### src/rtl/seg_scan_decoder.sv
// seg_scan_decoder: receive-side monitor for a multiplexed 8-digit, active-low
// seven-segment display bus. Samples an/seg every clock, waits for a pattern to
// be stable for STABLE_CNT qualified samples, then decodes it back into a digit
// code plus decimal-point flag, or flags it as an unknown pattern.
//
// Ports:
//   clk        system clock, rising edge
//   rst        synchronous reset, active-high
//   an         digit select, active-low (an[i]=0 selects digit i)
//   seg        segment lines, active-low, {a,b,c,d,e,f,g,dp}
//   digits     committed 4-bit code per digit, digit i at [4i+3:4i], 4'hF = blank
//   dp         decimal point lit on digit i's last good commit
//   valid      digit i has had at least one good commit since reset
//   upd        one-cycle pulse per good commit, upd_idx = committed digit
//   err        one-cycle pulse per unknown stable pattern, err_idx/err_pat held
//   frame_done one-cycle pulse when all 8 digits have been captured
module seg_scan_decoder #(
    parameter int unsigned STABLE_CNT = 4
) (
    input  logic        clk,
    input  logic        rst,
    input  logic [7:0]  an,
    input  logic [7:0]  seg,
    output logic [31:0] digits,
    output logic [7:0]  dp,
    output logic [7:0]  valid,
    output logic        upd,
    output logic [2:0]  upd_idx,
    output logic        err,
    output logic [2:0]  err_idx,
    output logic [7:0]  err_pat,
    output logic        frame_done
);

    localparam logic [7:0] STABLE = 8'(STABLE_CNT);

    logic [7:0] s_an, s_seg;     // registered inputs
    logic [7:0] p_an, p_seg;     // previous registered sample
    logic [7:0] cnt_q, cnt_d;
    logic [7:0] seen_q, seen_d;
    logic [7:0] sel;
    logic       qual, same, cap, known, fd_d;
    logic [2:0] idx;
    logic [3:0] code;
    logic [7:0] seen_set;

    // Exactly one anode low: non-zero and a power of two after inversion.
    assign sel  = ~s_an;
    assign qual = (sel != 8'd0) && ((sel & (sel - 8'd1)) == 8'd0);
    assign same = ({s_an, s_seg} == {p_an, p_seg});

    always_comb begin
        idx = 3'd0;
        for (int i = 0; i < 8; i++) begin
            if (!s_an[i]) idx = 3'(i);
        end
    end

    // Decode the seven segment lines; dp (seg[0]) is handled separately.
    always_comb begin
        known = 1'b1;
        code  = 4'hF;
        case (s_seg[7:1])
            7'b0000001: code = 4'd0;
            7'b1001111: code = 4'd1;
            7'b0010010: code = 4'd2;
            7'b0000110: code = 4'd3;
            7'b1001100: code = 4'd4;
            7'b0100100: code = 4'd5;
            7'b0100000: code = 4'd6;
            7'b0001101: code = 4'd7;
            7'b0000000: code = 4'd8;
            7'b0000100: code = 4'd9;
            7'b1111111: code = 4'hF;
            default:    known = 1'b0;
        endcase
    end

    always_comb begin
        if (!qual) begin
            cnt_d = 8'd0;
        end else if (!same) begin
            cnt_d = 8'd1;
        end else if (cnt_q != STABLE) begin
            cnt_d = cnt_q + 8'd1;
        end else begin
            cnt_d = cnt_q;
        end
        // Capture only on the transition into STABLE; a saturated hold does not recapture.
        cap = qual && (cnt_d == STABLE) && ((cnt_q != STABLE) || !same);
    end

    always_comb begin
        seen_set = seen_q | (8'd1 << idx);
        seen_d   = seen_q;
        fd_d     = 1'b0;
        if (cap) begin
            if (seen_set == 8'hFF) begin
                fd_d   = 1'b1;
                seen_d = 8'd0;
            end else begin
                seen_d = seen_set;
            end
        end
    end

    always_ff @(posedge clk) begin
        if (rst) begin
            s_an       <= 8'hFF;
            s_seg      <= 8'hFF;
            p_an       <= 8'hFF;
            p_seg      <= 8'hFF;
            cnt_q      <= 8'd0;
            seen_q     <= 8'd0;
            digits     <= 32'hFFFF_FFFF;
            dp         <= 8'd0;
            valid      <= 8'd0;
            upd        <= 1'b0;
            upd_idx    <= 3'd0;
            err        <= 1'b0;
            err_idx    <= 3'd0;
            err_pat    <= 8'hFF;
            frame_done <= 1'b0;
        end else begin
            s_an       <= an;
            s_seg      <= seg;
            p_an       <= s_an;
            p_seg      <= s_seg;
            cnt_q      <= cnt_d;
            seen_q     <= seen_d;
            upd        <= 1'b0;
            err        <= 1'b0;
            frame_done <= fd_d;
            if (cap) begin
                if (known) begin
                    digits[{idx, 2'b00} +: 4] <= code;
                    dp[idx]                   <= ~s_seg[0];
                    valid[idx]                <= 1'b1;
                    upd                       <= 1'b1;
                    upd_idx                   <= idx;
                end else begin
                    err     <= 1'b1;
                    err_idx <= idx;
                    err_pat <= s_seg;
                end
            end
        end
    end

endmodule
### config.mk
export PLATFORM = sky130hd
export DESIGN_NAME = seg_scan_decoder
export DESIGN_NICKNAME = d
export VERILOG_FILES = /design/src/rtl/seg_scan_decoder.sv
export SDC_FILE = /design/constraint.sdc
export NUM_CORES = 1
export LEC_CHECK = 0
export ABC_AREA = 0
export ABC_CLOCK_PERIOD_IN_PS = 3750
export CAP_MARGIN = 0
export CORE_UTILIZATION = 40
export CTS_CLUSTER_SIZE = 28
export DETAILED_ROUTE_END_ITERATION = 7
export HOLD_SLACK_MARGIN = 0.08
export PLACE_DENSITY = 0.63
export SLEW_MARGIN = 25
export SYNTH_ARGS = -nofsm -noshare
export SYNTH_HDL_FRONTEND = slang
export SYNTH_SLANG_ARGS = --single-unit
### constraint.sdc
create_clock -name clk -period 3.75 [get_ports clk]
set_clock_uncertainty 0.2 [all_clocks]
set_input_delay 0.75 -clock clk [delete_from_list [all_inputs] [get_ports clk]]
set_output_delay 0.75 -clock clk [all_outputs]
set_load 0.005 [all_outputs]
==> flow_summary.yaml, run 1 <==
synth:
  syn-cell-area_um2: 5080
  ys_types: 63
  synthFlopType: "dfxtp_1"
  yosysTopAreaCellShare_pct: 44.5
  syn_area_per_cell_um2: 9.50
  synth_top_area_cell: "dfxtp_1"
  synth.area.top_cells: "dfxtp_1 (45%), mux2i_1 (8.9%), nor2_1 (4.8%), xnor2_1 (3.8%), or2_2 (3.2%)"
  ys_seq_area_share_pct: 44.5
  yosys-top-cells-count: "dfxtp_1 (113), nor2_1 (65), mux2i_1 (45), inv_1 (26), or2_2 (26)"
  synth-compound-area-share_pct: 9.21
  synthCells: 535
  synth.mux.area_fraction_pct: 9.53
  ys_seq_elements: 113
  syn_nets: 561
  yosysMostFrequentCell: "dfxtp_1"
  synth_top_family_by_area: "simple AND/OR/NAND/NOR gates"
  async_reset_ff_share_pct: 0
  synth-xor-area-share_pct: 5.15
  synth-adder-area-share_pct: 2.17
  synth_edf_count: 0
  yosys.area_share.simple_pct: 24.0
  ys_warn_count: 0
sta:
  hold_viol_final: 0
  setup_viol: 0
  relSlewSlack_pct: 41.6
  fin_crit_ns: 3.18
  fin_crit_sh_pct: 84.7
  fin_tns_setup_ns: 0
  fmax_mhz: 315
  drv_slew: 0
  worst_pin_slew_ns: 0.874
  grt_setup_unrepaired: "no"
worst_setup_path:
  worstPathBufferInverterCount: 0
  slowest_delay_ns: 0.45
  r2r_start: "s_an[1]$_SDFF_PP1_"
  crit_top_cell: "ha_1"
  cp_slowest_cell: "nor4_1"
  cp_cell_sequence: "nand2b_1 -> a21boi_1 -> o21ai_2 -> and2_1 -> ha_1 -> ha_1 -> o22ai_1 -> nor4_1 -> a31oi_1 -> nor2b_1"
  rr_endpoint: "seen_q[2]$_SDFFE_PP0P_"
  rr_worst_depth: 10
  critPathTopFamily: "simple AND/OR/NAND/NOR gates"
  crit_type: "flop to flop"
  rrSetupSlack_ns: 0.57
  critPathCaptureType: "flop"
  required_ns: 3.85
  crit_cells: 10
  startpoint_type: "flop"
  critPathArrivalTime_ns: 3.28
  crit_fanout: 8
routing:
  ant_nets: 0
  routed_wl_um: 11700
  dr.pass1.iters: 5
  post_drt_wl_per_cell_um: 14.9
  drc: 0
  vias: 4047
  drt_iter0_markers: 324
  via_per_inst: 5.12
placed_design:
  place.port_buffers: 82
  dp_cells: 758
  gp_congestion: 0.856
  place.detailed.hpwl_um: 8450
global_routing:
  gr-usage-all-layers_pct: 19.2
  grt_pass1_vias: 3915
  grt_pass1_wl_um: 19300
  grt_max_degree: 48
  overflow: 0
  grt_antenna_before_repair: 0
flow_run:
  drv_cap: 0
min_path:
  hold_class: "flop to flop"
  holdPathEnd: "valid[5]$_SDFFE_PP0P_"
  hold_path_depth: 2
  hp-start: "valid[5]$_SDFFE_PP0P_"
pwr:
  p_per_area_nw_per_um2: 468
  power_frac_seq_pct: 40.3
  swShare_pct: 23.4
  switchingPower_mw: 0.726
  intPower_mw: 2.37
  combinationalPowerShare_pct: 6.1
  p_leak_nw: 2.55
  p_clk_share_pct: 53.6
  peakVddDrop_mv: 0.380
clock_network:
  h-tree-depth: 4
  cts_resized: 0
  cts_setup_buffers: 0
  clock-root-buffer: "clkbuf_16"
  hold_buffers: 0
  clock_insertion_delay_worst_skew_ns: 0.41
  clk_pin_slew_ns: 0.06
  cts_buffers: 17
  cts_sinks: 113
  clk_path_buf_depth: 2
  cts_tree: "yes"
cells_and_area:
  post-route-util_pct: 54.2
  drive_gt1_share_pct: 14.1
  finalNonFillerCells: 790
  syn_to_final_growth_pct: 30.3
  num_antenna_cells: 0
  layout.nets: 635
floorplanning:
  die_x_um: 115
  io_pins: 83
  rows: 40
  start_util_pct: 41.6
  core_um2: 12200
  die_y_um: 115
  dieArea_um2: 13200
outcome:
  status: "complete, no violations"
[worst min-delay path, cell delays in order (launching register included)]
cell	delay, ns
dfxtp_1	0.31
inv_1	0.05
a21oi_1	0.05
[layout by cell type, fill, tap and decap left out, types with 10 or more instances in the layout]
cell / n
dfxtp_1: 113
mux2i_1: 45
inv_1: 26
clkdlybuf4s50_1: 81
nand3_1: 14
or2_2: 26
xnor2_1: 22
nand2_1: 14
a21oi_1: 22
nand2b_1: 12
a31oi_1: 10
nor2b_1: 11
nor2_1: 65
clkbuf_16: 17
[worst max-delay path by stage]
stage	from	end	slack (ns)
after CTS	s_an[1]$_SDFF_PP1_	seen_q[2]$_SDFFE_PP0P_	0.58
after floorplan	s_an[4]$_SDFF_PP1_	digits[16]$_SDFFE_PP1P_	0.87
final	s_an[1]$_SDFF_PP1_	seen_q[2]$_SDFFE_PP0P_	0.57
after global placement	s_an[1]$_SDFF_PP1_	seen_q[6]$_SDFFE_PP0P_	0.64
after detailed placement	s_an[1]$_SDFF_PP1_	seen_q[2]$_SDFFE_PP0P_	0.60
after global routing	s_seg[1]$_SDFF_PP1_	err_pat[4]$_SDFFE_PP1P_	0.39
[sequential cells by signal, indices dropped and copies added (netlist names)]
register and flops:
err_pat 8, p_seg 8, s_seg 8, s_an 8
seen_q 8, valid 8, dp 8, cnt_q 8
upd_idx 3, digits 32, p_an 8, err_idx 3
upd 1, err 1, frame_done 1
[cell families (layout without fill, tap and decap cells)]
logic type      Yosys count  count (layout)
flops                   113             113
compound gates           68              68
simple gates            204             204
mux                      48              48
buf+inv                  64             151
fa+ha+maj                 9               9
xor+xnor                 29              29
[per-stage QoR]
step	power, mW	area, µm²	hold slack [ns]	setup WS (ns)
6_report	3.10	6620	0.245	0.573
2_1_floorplan	1.41	5080	0.241	0.874
3_5_place_dp	1.46	6000	0.239	0.602
3_3_place_gp	1.46	6000	0.233	0.640
5_1_grt	3.22	6620	0.264	0.387
4_1_cts	3.13	6620	0.247	0.576
[power groups by stage]
stage / combinational (mW) / sequential (mW) / clock, mW
floorplan: 0.155 / 1.25 / 0
global placement: 0.186 / 1.27 / 0
detailed placement: 0.189 / 1.27 / 0
CTS: 0.191 / 1.25 / 1.69
global route: 0.210 / 1.25 / 1.76
finish: 0.190 / 1.25 / 1.66
[layout make-up]
| class | count | area, µm² |
|---|---|---|
| Inverter | 29 | 109 |
| Clock inverter | 14 | 183 |
| Tap cell | 168 | 210 |
| Fill cell | 1120 | 5590 |
| Clock buffer | 18 | 439 |
| Timing Repair Buffer | 90 | 876 |
| Sequential cell | 113 | 2260 |
| Multi-Input combinational cell | 358 | 2540 |
[routing by layer]
| metal | vias up | wire length [µm] | GRT usage [%] |
|---|---|---|---|
| met3 | 13 | 495 | 5.77 |
| met4 | 0 | 143 | 7.27 |
| met5 | - | 0 | 0 |
| met1 | 1929 | 5250 | 23.3 |
| met2 | 94 | 5850 | 32.0 |
| li1 | 2011 | - | - |
Power figures use the tool's default switching activity.
==> inputs of run 2 (changes only) <==
- ABC_CLOCK_PERIOD_IN_PS: 3750 -> 2800
- PLACE_DENSITY: 0.63 -> 0.65
- clock period: 3.75 -> 2.8 ns (I/O delays scaled with it)
==> run 2 against run 1 <==
Effect of this change:
- worst hold slack better by 0.0038 ns
- final cell count is 4.8% higher
- fmax increased by 16%
- largest cell class unchanged
- setup slack got worse by 0.51 ns
- final area up 5.6%
- non-clock buffer count up 38
- wire length up 8.9%
- clock-buffer cell count is the same
==> flow_summary.yaml, run 2 (same netlist as run 1, synthesis figures left out) <==
outcome:
  status: "complete, no violations"
floorplanning:
  die_y_um: 115
  io_pins: 83
  core_um2: 12200
  die_x_um: 115
  dieArea_um2: 13200
  rows: 40
  start_util_pct: 41.6
routing:
  dr.pass1.iters: 5
  drt_iter0_markers: 173
  drc: 0
  post_drt_wl_per_cell_um: 15.4
  routed_wl_um: 12800
  via_per_inst: 5.09
  ant_nets: 0
  vias: 4214
sta:
  grt_setup_unrepaired: "yes"
  fin_crit_ns: 2.74
  fmax_mhz: 365
  drv_slew: 0
  fin_crit_sh_pct: 97.8
  setup_viol: 0
  relSlewSlack_pct: 56.3
  worst_slack_ns: 0.0610
  hold_viol_final: 0
  whs_ns: 0.248
  worst_pin_slew_ns: 0.656
cells_and_area:
  postLayoutCellArea_um2: 6990
  final_cell_mix: "dfxtp_1 (107), clkdlybuf4s50_1 (81), nor2_1 (65)"
  syn_to_final_growth_pct: 37.6
  fillers: 1072
  final_common_cell: "dfxtp_1"
  num_antenna_cells: 0
  layout.nets: 673
  regArea_um2: 2270
  largest_reg_flops: 32
  drive_gt1_share_pct: 22.1
  multi_input_area_um2: 2640
  largest_register: "digits"
  post-route-util_pct: 57.2
global_routing:
  grt_pass1_vias: 4160
  grt_antenna_before_repair: 0
  grt_pass1_wl_um: 20300
  grt_max_degree: 40
  gr-usage-all-layers_pct: 20.2
  overflow: 0
worst_setup_path:
  crit_type: "flop to flop"
  crit_fanout: 10
  critPathCaptureType: "flop"
  critPathArrivalTime_ns: 2.83
  startpoint_type: "flop"
  required_ns: 2.89
placed_design:
  place.detailed.hpwl_um: 9290
  place.port_buffers: 82
  dp_slack_ns: -0.0683
  gp_congestion: 0.860
  placedInstanceArea_um2: 6270
min_path:
  hold_class: "flop to flop"
pwr:
  peakVddDrop_mv: 0.463
  p_per_area_nw_per_um2: 584
  p_leak_nw: 2.74
clock_network:
  clock_insertion_delay_worst_skew_ns: 0.42
  cts_tree: "yes"
  h-tree-depth: 4
  clk_pin_slew_ns: 0.06
  cts_sinks: 113
  clock-root-buffer: "clkbuf_16"
  cts_buffers: 17
  hold_buffers: 0
  clk_path_buf_depth: 2
flow_run:
  drv_cap: 0
-- run 2: final timing paths --
| check | startpoint | endpoint | slack [ns] | cells past startpoint |
|---|---|---|---|---|
| worst max register to register | s_an[4]$_SDFF_PP1_ | dp[3]$_SDFFE_PP0P_ | 0.06 | 8 |
| worst max-delay path | s_an[4]$_SDFF_PP1_ | dp[3]$_SDFFE_PP0P_ | 0.06 | 8 |
| worst min-delay path | valid[2]$_SDFFE_PP0P_ | valid[2]$_SDFFE_PP0P_ | 0.25 | 2 |
| worst min register to register | valid[2]$_SDFFE_PP0P_ | valid[2]$_SDFFE_PP0P_ | 0.25 | 2 |
-- run 2: per-layer routing --
layer,track usage [%],part of all wire (%),up-vias
met3,5.56,3.8,15
met2,34.2,50,119
met5,0,0,-
met1,24.2,45,1990
met4,8.23,1.6,0
li1,-,-,2090
-- run 2: metrics by stage --
step / setup TNS, ns / std cells / power, mW
final: 0 / 828 / 4.08
after global routing: -0.0766 / 828 / 4.21
after CTS: 0 / 824 / 4.09
after detailed placement: -0.224 / 791 / 2.00
after global placement: 0 / 791 / 1.99
after floorplan: 0 / 535 / 1.89
-- run 2: where the power goes --
| group | switching, mW | leakage [nW] | internal, mW |
|---|---|---|---|
| Combinational | 0.178 | 1.55 | 0.154 |
| Clock | 0.767 | 0.274 | 1.32 |
| Sequential | 0.0218 | 0.919 | 1.63 |
| Total | 0.967 | 2.74 | 3.11 |
-- run 2: timing repair --
item | in CTS | in global routing
pin swaps | 1 | 7
resized for setup | 5 | 17
setup endpoints to repair | 22 | 43
hold endpoints to repair | 0 | 0
setup buffers | 1 | 4
-- run 2: layout make-up --
class                           instances  share of cell area (%)
Inverter                               29                    1.56
Sequential cell                       113                    32.5
Clock inverter                         14                    2.01
Timing Repair Buffer                  128                    16.8
Clock buffer                           18                    6.28
Multi-Input combinational cell        358                    37.8
Tap cell                              168                    3.01
-- run 2: worst max-delay path: stages, from the launching register on --
cell and delay, ns:
dfxtp_1 0.31, buf_4 0.16, xnor2_1 0.16, nand4_1 0.19, nor4_4 0.44, nand4_4 0.22, buf_4 0.25, or4_4 0.54
mux2i_1 0.13
